<file path="src/rtl/seg_display_arbiter_if.sv">
// Display arbiter bus: client requests, blink enables and digit data in;
// registered segment patterns and grant status out.
interface seg_display_arbiter_if;
    logic [2:0] req;
    logic [2:0] blink;
    logic [7:0] digits_0;
    logic [7:0] digits_1;
    logic [7:0] digits_2;
    logic [7:0] seg1;
    logic [7:0] seg2;
    logic [2:0] gnt;
    logic       active;

    modport master (
        output req, blink, digits_0, digits_1, digits_2,
        input  seg1, seg2, gnt, active
    );

    modport slave (
        input  req, blink, digits_0, digits_1, digits_2,
        output seg1, seg2, gnt, active
    );
endinterface

</file>
<file path="src/rtl/seg_display_arbiter.sv">
// Shares two 7-segment digits among three clients: fixed priority
// (highest index wins), minimum hold before preemption, per-client blink.
module seg_display_arbiter #(
    parameter int HOLD_CYCLES = 1_200_000,
    parameter int BLINK_HALF  = 3_000_000
) (
    input logic                  clk,
    input logic                  rst,
    seg_display_arbiter_if.slave bus
);
    localparam int HW_RAW = $clog2(HOLD_CYCLES + 1);
    localparam int HW     = (HW_RAW < 1) ? 1 : HW_RAW;
    localparam int BW_RAW = $clog2(BLINK_HALF);
    localparam int BW     = (BW_RAW < 1) ? 1 : BW_RAW;

    localparam logic [HW-1:0] HOLD_MAX  = HW'(HOLD_CYCLES);
    localparam logic [HW-1:0] HOLD_LAST =
        (HOLD_CYCLES > 1) ? HW'(HOLD_CYCLES - 1) : '0;
    localparam logic [BW-1:0] BLINK_LAST = BW'(BLINK_HALF - 1);

    typedef enum logic [1:0] {IDLE, HOLD, OWN} state_t;

    state_t          state, state_n, enter;
    logic [2:0]      gnt, gnt_n, hi_mask;
    logic [HW-1:0]   hold_cnt, hold_n;
    logic [BW-1:0]   blink_cnt, blink_n;
    logic            phase, phase_n;
    logic            new_grant, blank;
    logic [7:0]      seg1, seg2, seg1_n, seg2_n, data;

    function automatic logic [2:0] top_one(input logic [2:0] r);
        if (r[2])      return 3'b100;
        else if (r[1]) return 3'b010;
        else if (r[0]) return 3'b001;
        else           return 3'b000;
    endfunction

    function automatic logic [7:0] decode(input logic [3:0] v);
        case (v)
            4'd0:    return 8'h3F;
            4'd1:    return 8'h06;
            4'd2:    return 8'h5B;
            4'd3:    return 8'h4F;
            4'd4:    return 8'h66;
            4'd5:    return 8'h6D;
            4'd6:    return 8'h7D;
            4'd7:    return 8'h07;
            4'd8:    return 8'h7F;
            4'd9:    return 8'h6F;
            default: return 8'h00;
        endcase
    endfunction

    // A hold of one cycle or less is already satisfied on the grant edge.
    assign enter   = (HOLD_CYCLES <= 1) ? OWN : HOLD;
    assign hi_mask = {gnt[1] | gnt[0], gnt[0], 1'b0};

    always_comb begin
        state_n   = state;
        gnt_n     = gnt;
        new_grant = 1'b0;
        hold_n    = (hold_cnt == HOLD_MAX) ? hold_cnt : hold_cnt + 1'b1;
        case (state)
            IDLE: begin
                hold_n = '0;
                gnt_n  = 3'b000;
                if (|bus.req) begin
                    gnt_n     = top_one(bus.req);
                    state_n   = enter;
                    new_grant = 1'b1;
                end
            end
            HOLD, OWN: begin
                if (!(|(bus.req & gnt))) begin
                    hold_n = '0;
                    if (|bus.req) begin
                        gnt_n     = top_one(bus.req);
                        state_n   = enter;
                        new_grant = 1'b1;
                    end else begin
                        gnt_n   = 3'b000;
                        state_n = IDLE;
                    end
                end else if (state == HOLD) begin
                    if (hold_n == HOLD_LAST) state_n = OWN;
                end else if (|(bus.req & hi_mask)) begin
                    gnt_n     = top_one(bus.req);
                    state_n   = enter;
                    hold_n    = '0;
                    new_grant = 1'b1;
                end
            end
            default: begin
                state_n = IDLE;
                gnt_n   = 3'b000;
                hold_n  = '0;
            end
        endcase
    end

    always_comb begin
        blink_n = (blink_cnt == BLINK_LAST) ? '0 : blink_cnt + 1'b1;
        phase_n = (blink_cnt == BLINK_LAST) ? ~phase : phase;
        if (new_grant) begin
            blink_n = '0;
            phase_n = 1'b1;
        end
    end

    always_comb begin
        data = 8'h00;
        unique case (1'b1)
            gnt_n[0]: data = bus.digits_0;
            gnt_n[1]: data = bus.digits_1;
            gnt_n[2]: data = bus.digits_2;
            default:  data = 8'h00;
        endcase
        blank  = ~(|gnt_n) | ((|(bus.blink & gnt_n)) & ~phase_n);
        seg1_n = blank ? 8'h00 : decode(data[7:4]);
        seg2_n = blank ? 8'h00 : decode(data[3:0]);
    end

    always_ff @(posedge clk or posedge rst) begin
        if (rst) begin
            state     <= IDLE;
            gnt       <= 3'b000;
            hold_cnt  <= '0;
            blink_cnt <= '0;
            phase     <= 1'b1;
            seg1      <= 8'h00;
            seg2      <= 8'h00;
        end else begin
            state     <= state_n;
            gnt       <= gnt_n;
            hold_cnt  <= hold_n;
            blink_cnt <= blink_n;
            phase     <= phase_n;
            seg1      <= seg1_n;
            seg2      <= seg2_n;
        end
    end

    assign bus.gnt    = gnt;
    assign bus.active = |gnt;
    assign bus.seg1   = seg1;
    assign bus.seg2   = seg2;
endmodule

</file>
<file path="src/flat_wrapper.sv">
// flat-port wrapper written by rule: the top's interface ports become plain ports
module seg_display_arbiter_flat 
#(
    parameter int HOLD_CYCLES = 1_200_000,
    parameter int BLINK_HALF  = 3_000_000
)
  (clk, rst, bus_req, bus_blink, bus_digits_0, bus_digits_1, bus_digits_2, bus_seg1, bus_seg2, bus_gnt, bus_active);
  seg_display_arbiter_if bus_i ();
  input logic clk;
  input logic rst;
  input wire logic [$bits(bus_i.req)-1:0] bus_req;
  input wire logic [$bits(bus_i.blink)-1:0] bus_blink;
  input wire logic [$bits(bus_i.digits_0)-1:0] bus_digits_0;
  input wire logic [$bits(bus_i.digits_1)-1:0] bus_digits_1;
  input wire logic [$bits(bus_i.digits_2)-1:0] bus_digits_2;
  output wire logic [$bits(bus_i.seg1)-1:0] bus_seg1;
  output wire logic [$bits(bus_i.seg2)-1:0] bus_seg2;
  output wire logic [$bits(bus_i.gnt)-1:0] bus_gnt;
  output wire logic [$bits(bus_i.active)-1:0] bus_active;
  assign bus_i.req = bus_req;
  assign bus_i.blink = bus_blink;
  assign bus_i.digits_0 = bus_digits_0;
  assign bus_i.digits_1 = bus_digits_1;
  assign bus_i.digits_2 = bus_digits_2;
  assign bus_seg1 = bus_i.seg1;
  assign bus_seg2 = bus_i.seg2;
  assign bus_gnt = bus_i.gnt;
  assign bus_active = bus_i.active;
  seg_display_arbiter #(.HOLD_CYCLES(HOLD_CYCLES), .BLINK_HALF(BLINK_HALF)) u_core (.clk(clk), .rst(rst), .bus(bus_i));
endmodule
</file>
<file path="config.mk">
export PLATFORM = sky130hd
export DESIGN_NAME = seg_display_arbiter_flat
export DESIGN_NICKNAME = d
export VERILOG_FILES = /design/src/rtl/seg_display_arbiter_if.sv /design/src/rtl/seg_display_arbiter.sv /design/src/flat_wrapper.sv
export SDC_FILE = /design/constraint.sdc
export NUM_CORES = 1
export LEC_CHECK = 0
export ABC_AREA = 1
export CAP_MARGIN = 20
export CORE_MARGIN = 4
export CORE_UTILIZATION = 30
export CTS_CLUSTER_SIZE = 20
export DETAILED_ROUTE_END_ITERATION = 16
export SYNTH_ARGS = -nofsm -noshare
export SYNTH_HDL_FRONTEND = slang
export SYNTH_SLANG_ARGS = --single-unit
export TNS_END_PERCENT = 30
</file>
<file path="constraint.sdc">
create_clock -name clk -period 4 [get_ports clk]
set_input_delay 1.2 -clock clk [delete_from_list [all_inputs] [get_ports clk]]
set_output_delay 1.2 -clock clk [all_outputs]
set_load 0.005 [all_outputs]
</file>
==> results.py <==
metrics = {
    "synth": {
        "synth_fa_ha_area_share_pct": 4.19,
        "netlist_area_um2": 4180,
        "ys_types": 39,
        "synth_top_area_share_pct": 37.1,
        "synthMuxAreaShare_pct": 0,
        "synth-main-ff-cell": "dfrtp_1",
        "ys_seq_elements": 63,
        "synth.area.top_cells": "dfrtp_1 37%, nand2_1 12%, nor2_1 10%",
        "synth_simple_gate_area_share_pct": 40.5,
        "synth-edff-count": 0,
        "yosys_warnings": 0,
        "syn_area_per_cell_um2": 6.99,
        "synth_top_family_by_area": "simple AND/OR/NAND/NOR gates",
        "ys_seq_area_share_pct": 37.7,
        "postSynthCellCount": 598,
        "synth-compound-area-share_pct": 6.52,
        "synth-xor-area-share_pct": 2.51,
        "synthArstFlopShare_pct": 100,
        "yosysTopAreaCell": "dfrtp_1",
    },
    "critical_path": {
        "worstSetupPathType": "primary input to flip-flop",
        "crit_path_start_kind": "primary input",
        "cp-end-kind": "flip-flop",
        "cp_max_fo": 6,
        "arrival_ps": 3520,
        "reg2reg_slack_ps": 1580,
        "crit_required_ps": 4230,
    },
    "floorplan": {
        "coreArea_um2": 13500,
        "dieArea_um2": 15900,
        "ios": 52,
        "fp-row-count": 42,
        "die-width_um": 126,
        "initial_core_util_pct": 31.1,
        "die_h_um": 126,
    },
    "sta": {
        "rsz0062_at_grt": "false",
        "drv_slew": 0,
        "clock.fmax_mhz": 304,
        "setup_tns_ps": 0,
        "post-route-period-util_pct": 82.3,
        "min_period_ps": 3290,
        "finalHoldViolations": 0,
        "hold_ws_ps": 461,
        "setup_violations": 0,
        "finClkSkew_ps": 7.95,
    },
    "clock_tree": {
        "clock_sinks": 63,
        "root_buffer": "clkbuf_16",
        "cts_made_buffers": 9,
        "cts_hold_buffers": 0,
        "clock_latency_ps": 340,
        "clk_path_buf_depth": 2,
        "cts_tree": "built",
        "htreeDepth": 3,
        "post-cts-setup-buffer-count": 0,
        "cts.clk_slew.worst_paths_ps": 60,
        "cts_resized": 0,
    },
    "cells_and_area": {
        "finalNetCount": 702,
        "multi_input_area_um2": 2250,
        "antenna-diode-count": 0,
        "final_common_cell": "nand2_1",
        "fillCellCount": 1399,
        "layout.cells.non_filler": 837,
        "drive_above_1_share_pct": 9.98,
        "fin_util_pct": 38.4,
        "area_growth_pct": 23.7,
        "register_area_um2": 1580,
        "most-common-layout-cells": "138 x nand2_1, 116 x nor2_1, 79 x inv_1",
    },
    "grt": {
        "grt_max_degree": 24,
        "antenna_found_initial": 0,
        "grt-ovfl-total": 0,
        "track_usage_pct": 14.0,
        "grt_pass1_vias": 3930,
        "grt_pass1_wl_mm": 18.3,
    },
    "status": {
        "status": "finished, final reports clean",
    },
    "placed_design": {
        "port_buffers": 49,
        "dp_hpwl_mm": 8.40,
        "gp_congestion": 0.940,
        "place_inst": 821,
    },
    "pwr": {
        "irDropWorstVdd_v": 0.000331,
        "p_total_w": 0.00302,
        "leakage_nw": 2.39,
        "power.density_nw_per_um2": 585,
    },
    "route": {
        "wl_per_cell_um": 12.7,
        "drt_iter0_drc": 192,
        "vias": 3907,
        "drc": 0,
        "wirelength_mm": 10.6,
        "vias_per_cell": 4.67,
        "dr.pass1.iters": 5,
        "antenna_left": 0,
    },
    "min_path": {
        "worstHoldPathType": "flip-flop to flip-flop",
    },
    "job": {
        "drv_cap": 0,
    },
}
[layout make-up]
type / count / area share [%]
inverters: 85 / 6.17
flip-flops and latches: 63 / 30.5
clock inverters: 7 / 1.09
well taps: 176 / 4.26
multi-input cells: 444 / 43.6
repair buffers: 53 / 10.1
clock buffers: 9 / 4.35
[cell usage after synthesis (3+ instances only)]
master    instances
a211oi_1          3
a21oi_1          19
a21oi_2           3
clkbuf_1          4
dfrtp_1          62
ha_1             14
inv_1            80
inv_2             5
nand2_1         138
nand2_2          11
nand3_1          54
nand3_2           8
nand3b_1          3
nand4_1          13
nor2_1          116
nor2_2            7
nor2_4            3
nor3_1           11
nor3b_1           4
nor4_1            3
o21ai_0           8
xor2_1           10
[stage by stage]
stage                     worst slack [ps]  instance area [um2]
after floorplan                       1220                 4190
after global routing                   507                 5170
after CTS                              750                 5170
final                                  708                 5170
after detailed placement               394                 4890
after global placement                 483                 4890
[worst paths after layout]
path,start,depth (start not counted),to
setup / recovery,bus_req[1],17,u_core.bus.seg2[3]$_DFF_PP0_
hold / removal,u_core.blink_cnt[0]$_DFF_PP0_,1,u_core.blink_cnt[0]$_DFF_PP0_
setup reg to reg,u_core.state[0]$_DFFE_PP0P_,16,u_core.bus.seg2[3]$_DFF_PP0_
hold reg to reg,u_core.blink_cnt[0]$_DFF_PP0_,1,u_core.blink_cnt[0]$_DFF_PP0_
max in group asynchronous,rst,3,u_core.phase$_DFF_PP1_
min in group asynchronous,rst,2,u_core.hold_cnt[0]$_DFF_PP0_
[kinds of logic after synthesis]
logic type | Yosys count
xor gates and xnor gates | 12
buffers and inverters | 92
DFF | 63
AOI/OAI and AO/OA | 42
other | 1
adders and majority gates | 14
and+or+nand+nor | 374
[per-layer routing]
metal  GRT usage, %  routed length (um)
met4           5.05                 220
met1           17.4                4840
met2           22.6                4900
met5              0                   0
met3           4.70                 667
[worst max-delay path, stage by stage]
cell             delay [ps]
clkdlybuf4s50_1         570
nand2_1                  90
nand2_2                  80
nand3_2                 100
nand2_2                 130
nand3_1                 130
nand3_2                 130
nand2_1                  90
inv_2                   120
nand2_1                  60
nand3_1                 150
inv_1                   110
ha_1                    300
nand2_1                  60
inv_1                    50
nor2_1                   90
nor2_1                   50
[sequential cells by signal (all words and copies together), names as in the netlist]
register          flops
u_core.blink_cnt     22
u_core.hold_cnt      21
u_core.bus.seg1       7
u_core.bus.seg2       7
u_core.bus.gnt        3
u_core.state          2
u_core.phase          1
[report_power, final]
part	leakage [nW]	internal, W	switching, W
Combinational	1.41	0.000564	0.000903
Clock	0.136	0.000425	0.000312
Sequential	0.847	0.000753	0.0000660
Total	2.39	0.00174	0.00128
(Power assumes the default switching activity.)
==> edit (config.mk and constraints unchanged) <==
`BLINK_HALF` is set to 3_000_000 in 2 places; all go to 6_000_000.
--- a/src/rtl/seg_display_arbiter.sv
+++ b/src/rtl/seg_display_arbiter.sv
@@ -2,7 +2,7 @@
 // (highest index wins), minimum hold before preemption, per-client blink.
 module seg_display_arbiter #(
     parameter int HOLD_CYCLES = 1_200_000,
-    parameter int BLINK_HALF  = 3_000_000
+    parameter int BLINK_HALF  = 6_000_000
 ) (
     input logic                  clk,
     input logic                  rst,
--- a/src/flat_wrapper.sv
+++ b/src/flat_wrapper.sv
@@ -2,7 +2,7 @@
 module seg_display_arbiter_flat 
 #(
     parameter int HOLD_CYCLES = 1_200_000,
-    parameter int BLINK_HALF  = 3_000_000
+    parameter int BLINK_HALF  = 6_000_000
 )
   (clk, rst, bus_req, bus_blink, bus_digits_0, bus_digits_1, bus_digits_2, bus_seg1, bus_seg2, bus_gnt, bus_active);
   seg_display_arbiter_if bus_i ();
Check against the original RTL: same outputs for any inputs over 10 cycles, from zero or initial values and one cycle with rst high; that may be too few to reach the edited logic, so the function may still have changed.
==> edit against the original RTL <==
  * Setup slack improved by 26 ps
  * Sequential cell count increased by 1
  * Sequential share of layout area decreased by 0.27 points
  * Non-clock buffer count rose by 1
  * Cell count grew 0.48%
  * Synthesized area grew 3.3%
  * Fmax increased by 0.81%
  * Total power up 7.6%
  * Clock power is 2% lower
  * Design area up 2.5%
  * First-iteration DRC count is 6.3% higher
  * Register-to-register slack got worse by 180 ps
  * Wire length shrank 9.7%
==> edit: results (changes against the original RTL) <==
[routing]
drt_wl_total_um=9590  ; was 10600 um
first_pass_iters=4  ; was 5
dr_total_vias=3748  ; was 3907
drt_first_iter_violations=204  ; was 192

[critical_path]
required_ps=4260  ; was 4230 ps
cp-startpoint=bus_req[2]  ; was bus_req[1]
cp_max_fo=7  ; was 6

[cells_and_area]
layout-drive-gt1-share_pct=12.3  ; was 9.98%
reg_top3=u_core.blink_cnt: 23 flops, u_core.hold_cnt: 21 flops  ; was u_core.blink_cnt: 22 flops, u_core.hold_cnt: 21 flops
fin_nets=703  ; was 702

[global_route]
grt_use_total_pct=12.2  ; was 14.0%
grt_pass1_vias=3584  ; was 3930
grt_pass1_wl_um=16600  ; was 18300 um
grt_max_degree=29  ; was 24

[pwr]
peakVddDrop_uv=344  ; was 331 uV
leakagePower_nw=2.41  ; was 2.39 nW

[worst_hold_path]
worstHoldStart=u_core.blink_cnt[0]  ; unchanged

[clock_network]
cts_resized=0  ; unchanged
clkTransAtPathRegs_ps=50

[placement]
gp_congestion=0.870  ; was 0.940
dp_hpwl_um=7380  ; was 8400 um
place_area_um2=5030  ; was 4890 um^2

[logic_synthesis]
synth_area_leaders=dfrtp_1 36%, nand2_1 11%, nor2_1 9.2%, inv_1 7.1%, nand3_1 6.1%  ; was dfrtp_1 37%, nand2_1 12%, nor2_1 10%, inv_1 7.2%, nand3_1 6.5%
yosys_most_used_dff=dfrtp_1  ; unchanged
synth_commonest_cells=129 x nand2_1, 106 x nor2_1, 82 x inv_1  ; was 138 x nand2_1, 116 x nor2_1, 80 x inv_1
ys_seq_area_share_pct=37.1  ; was 37.7%
yosysWarnings=0  ; unchanged
ys_types=42  ; was 39

[outcome]
status=complete, no violations  ; unchanged

[timing]
fin_skew_ps=5.84  ; was 7.95 ps

[edit: per-stage QoR]
stage               cells  hold WS [ps]  worst slack [ps]
global route          841           492               521
finish                841           483               734
detailed placement    826           470               422
global placement      826           473               479
CTS                   841           483               752
floorplan             601           451              1200
[edit: area by class of cell]
cell class / instances / area, um^2
inverters: 92 / 348
flip-flops and latches: 64 / 1600
clock inverters: 3 / 17.5
fillers: 1460 / 8690
multi-input cells: 436 / 2320
well taps: 180 / 225
repair buffers: 54 / 528
clock buffers: 12 / 256
[edit: logic make-up (layout without fill, tap and decap cells)]
| logic type | after synthesis | count (layout) | synth area share (%) |
|---|---|---|---|
| flops | 64 | 64 | 37.1 |
| fa+ha+maj | 14 | 14 | 4.05 |
| other cells | 1 | 2 | 0.0868 |
| compound gates | 34 | 34 | 4.84 |
| buf+inv | 101 | 161 | 9.21 |
| simple gates | 371 | 371 | 41.7 |
| xor+xnor | 15 | 15 | 3.04 |
[edit: per-layer routing]
| metal | global-route usage, % | routed length, um |
|---|---|---|
| met5 | 0 | 0 |
| met4 | 4.99 | 201 |
| met3 | 2.71 | 439 |
| met2 | 18.6 | 4230 |
| met1 | 16.7 | 4720 |
[edit: path summary, 6_finish.rpt]
path,to,slack (ps),cells past startpoint
setup reg to reg,u_core.bus.seg2[3],1400,12
setup / recovery,u_core.bus.seg2[3],730,16
hold reg to reg,u_core.blink_cnt[0],480,1
max in group asynchronous,u_core.bus.seg2[3],2030,3
min in group asynchronous,u_core.blink_cnt[12],1260,2
hold / removal,u_core.blink_cnt[0],480,1
[edit: critical path, cell delays in order]
cell	delay [ps]
clkdlybuf4s50_1	590
nand2_1	90
nand3_2	170
nand2_4	80
nand3_2	80
nand3_4	90
nand2_2	100
inv_4	70
nand2_1	60
nand2_1	50
nor2_1	260
inv_1	120
ha_1	230
o21ai_0	190
nor2_1	60
nor2_1	80
[edit: report_power, final]
part           switching (mW)  internal [mW]
sequential             0.0609          0.771
combinational            1.04          0.666
clock                   0.274          0.447
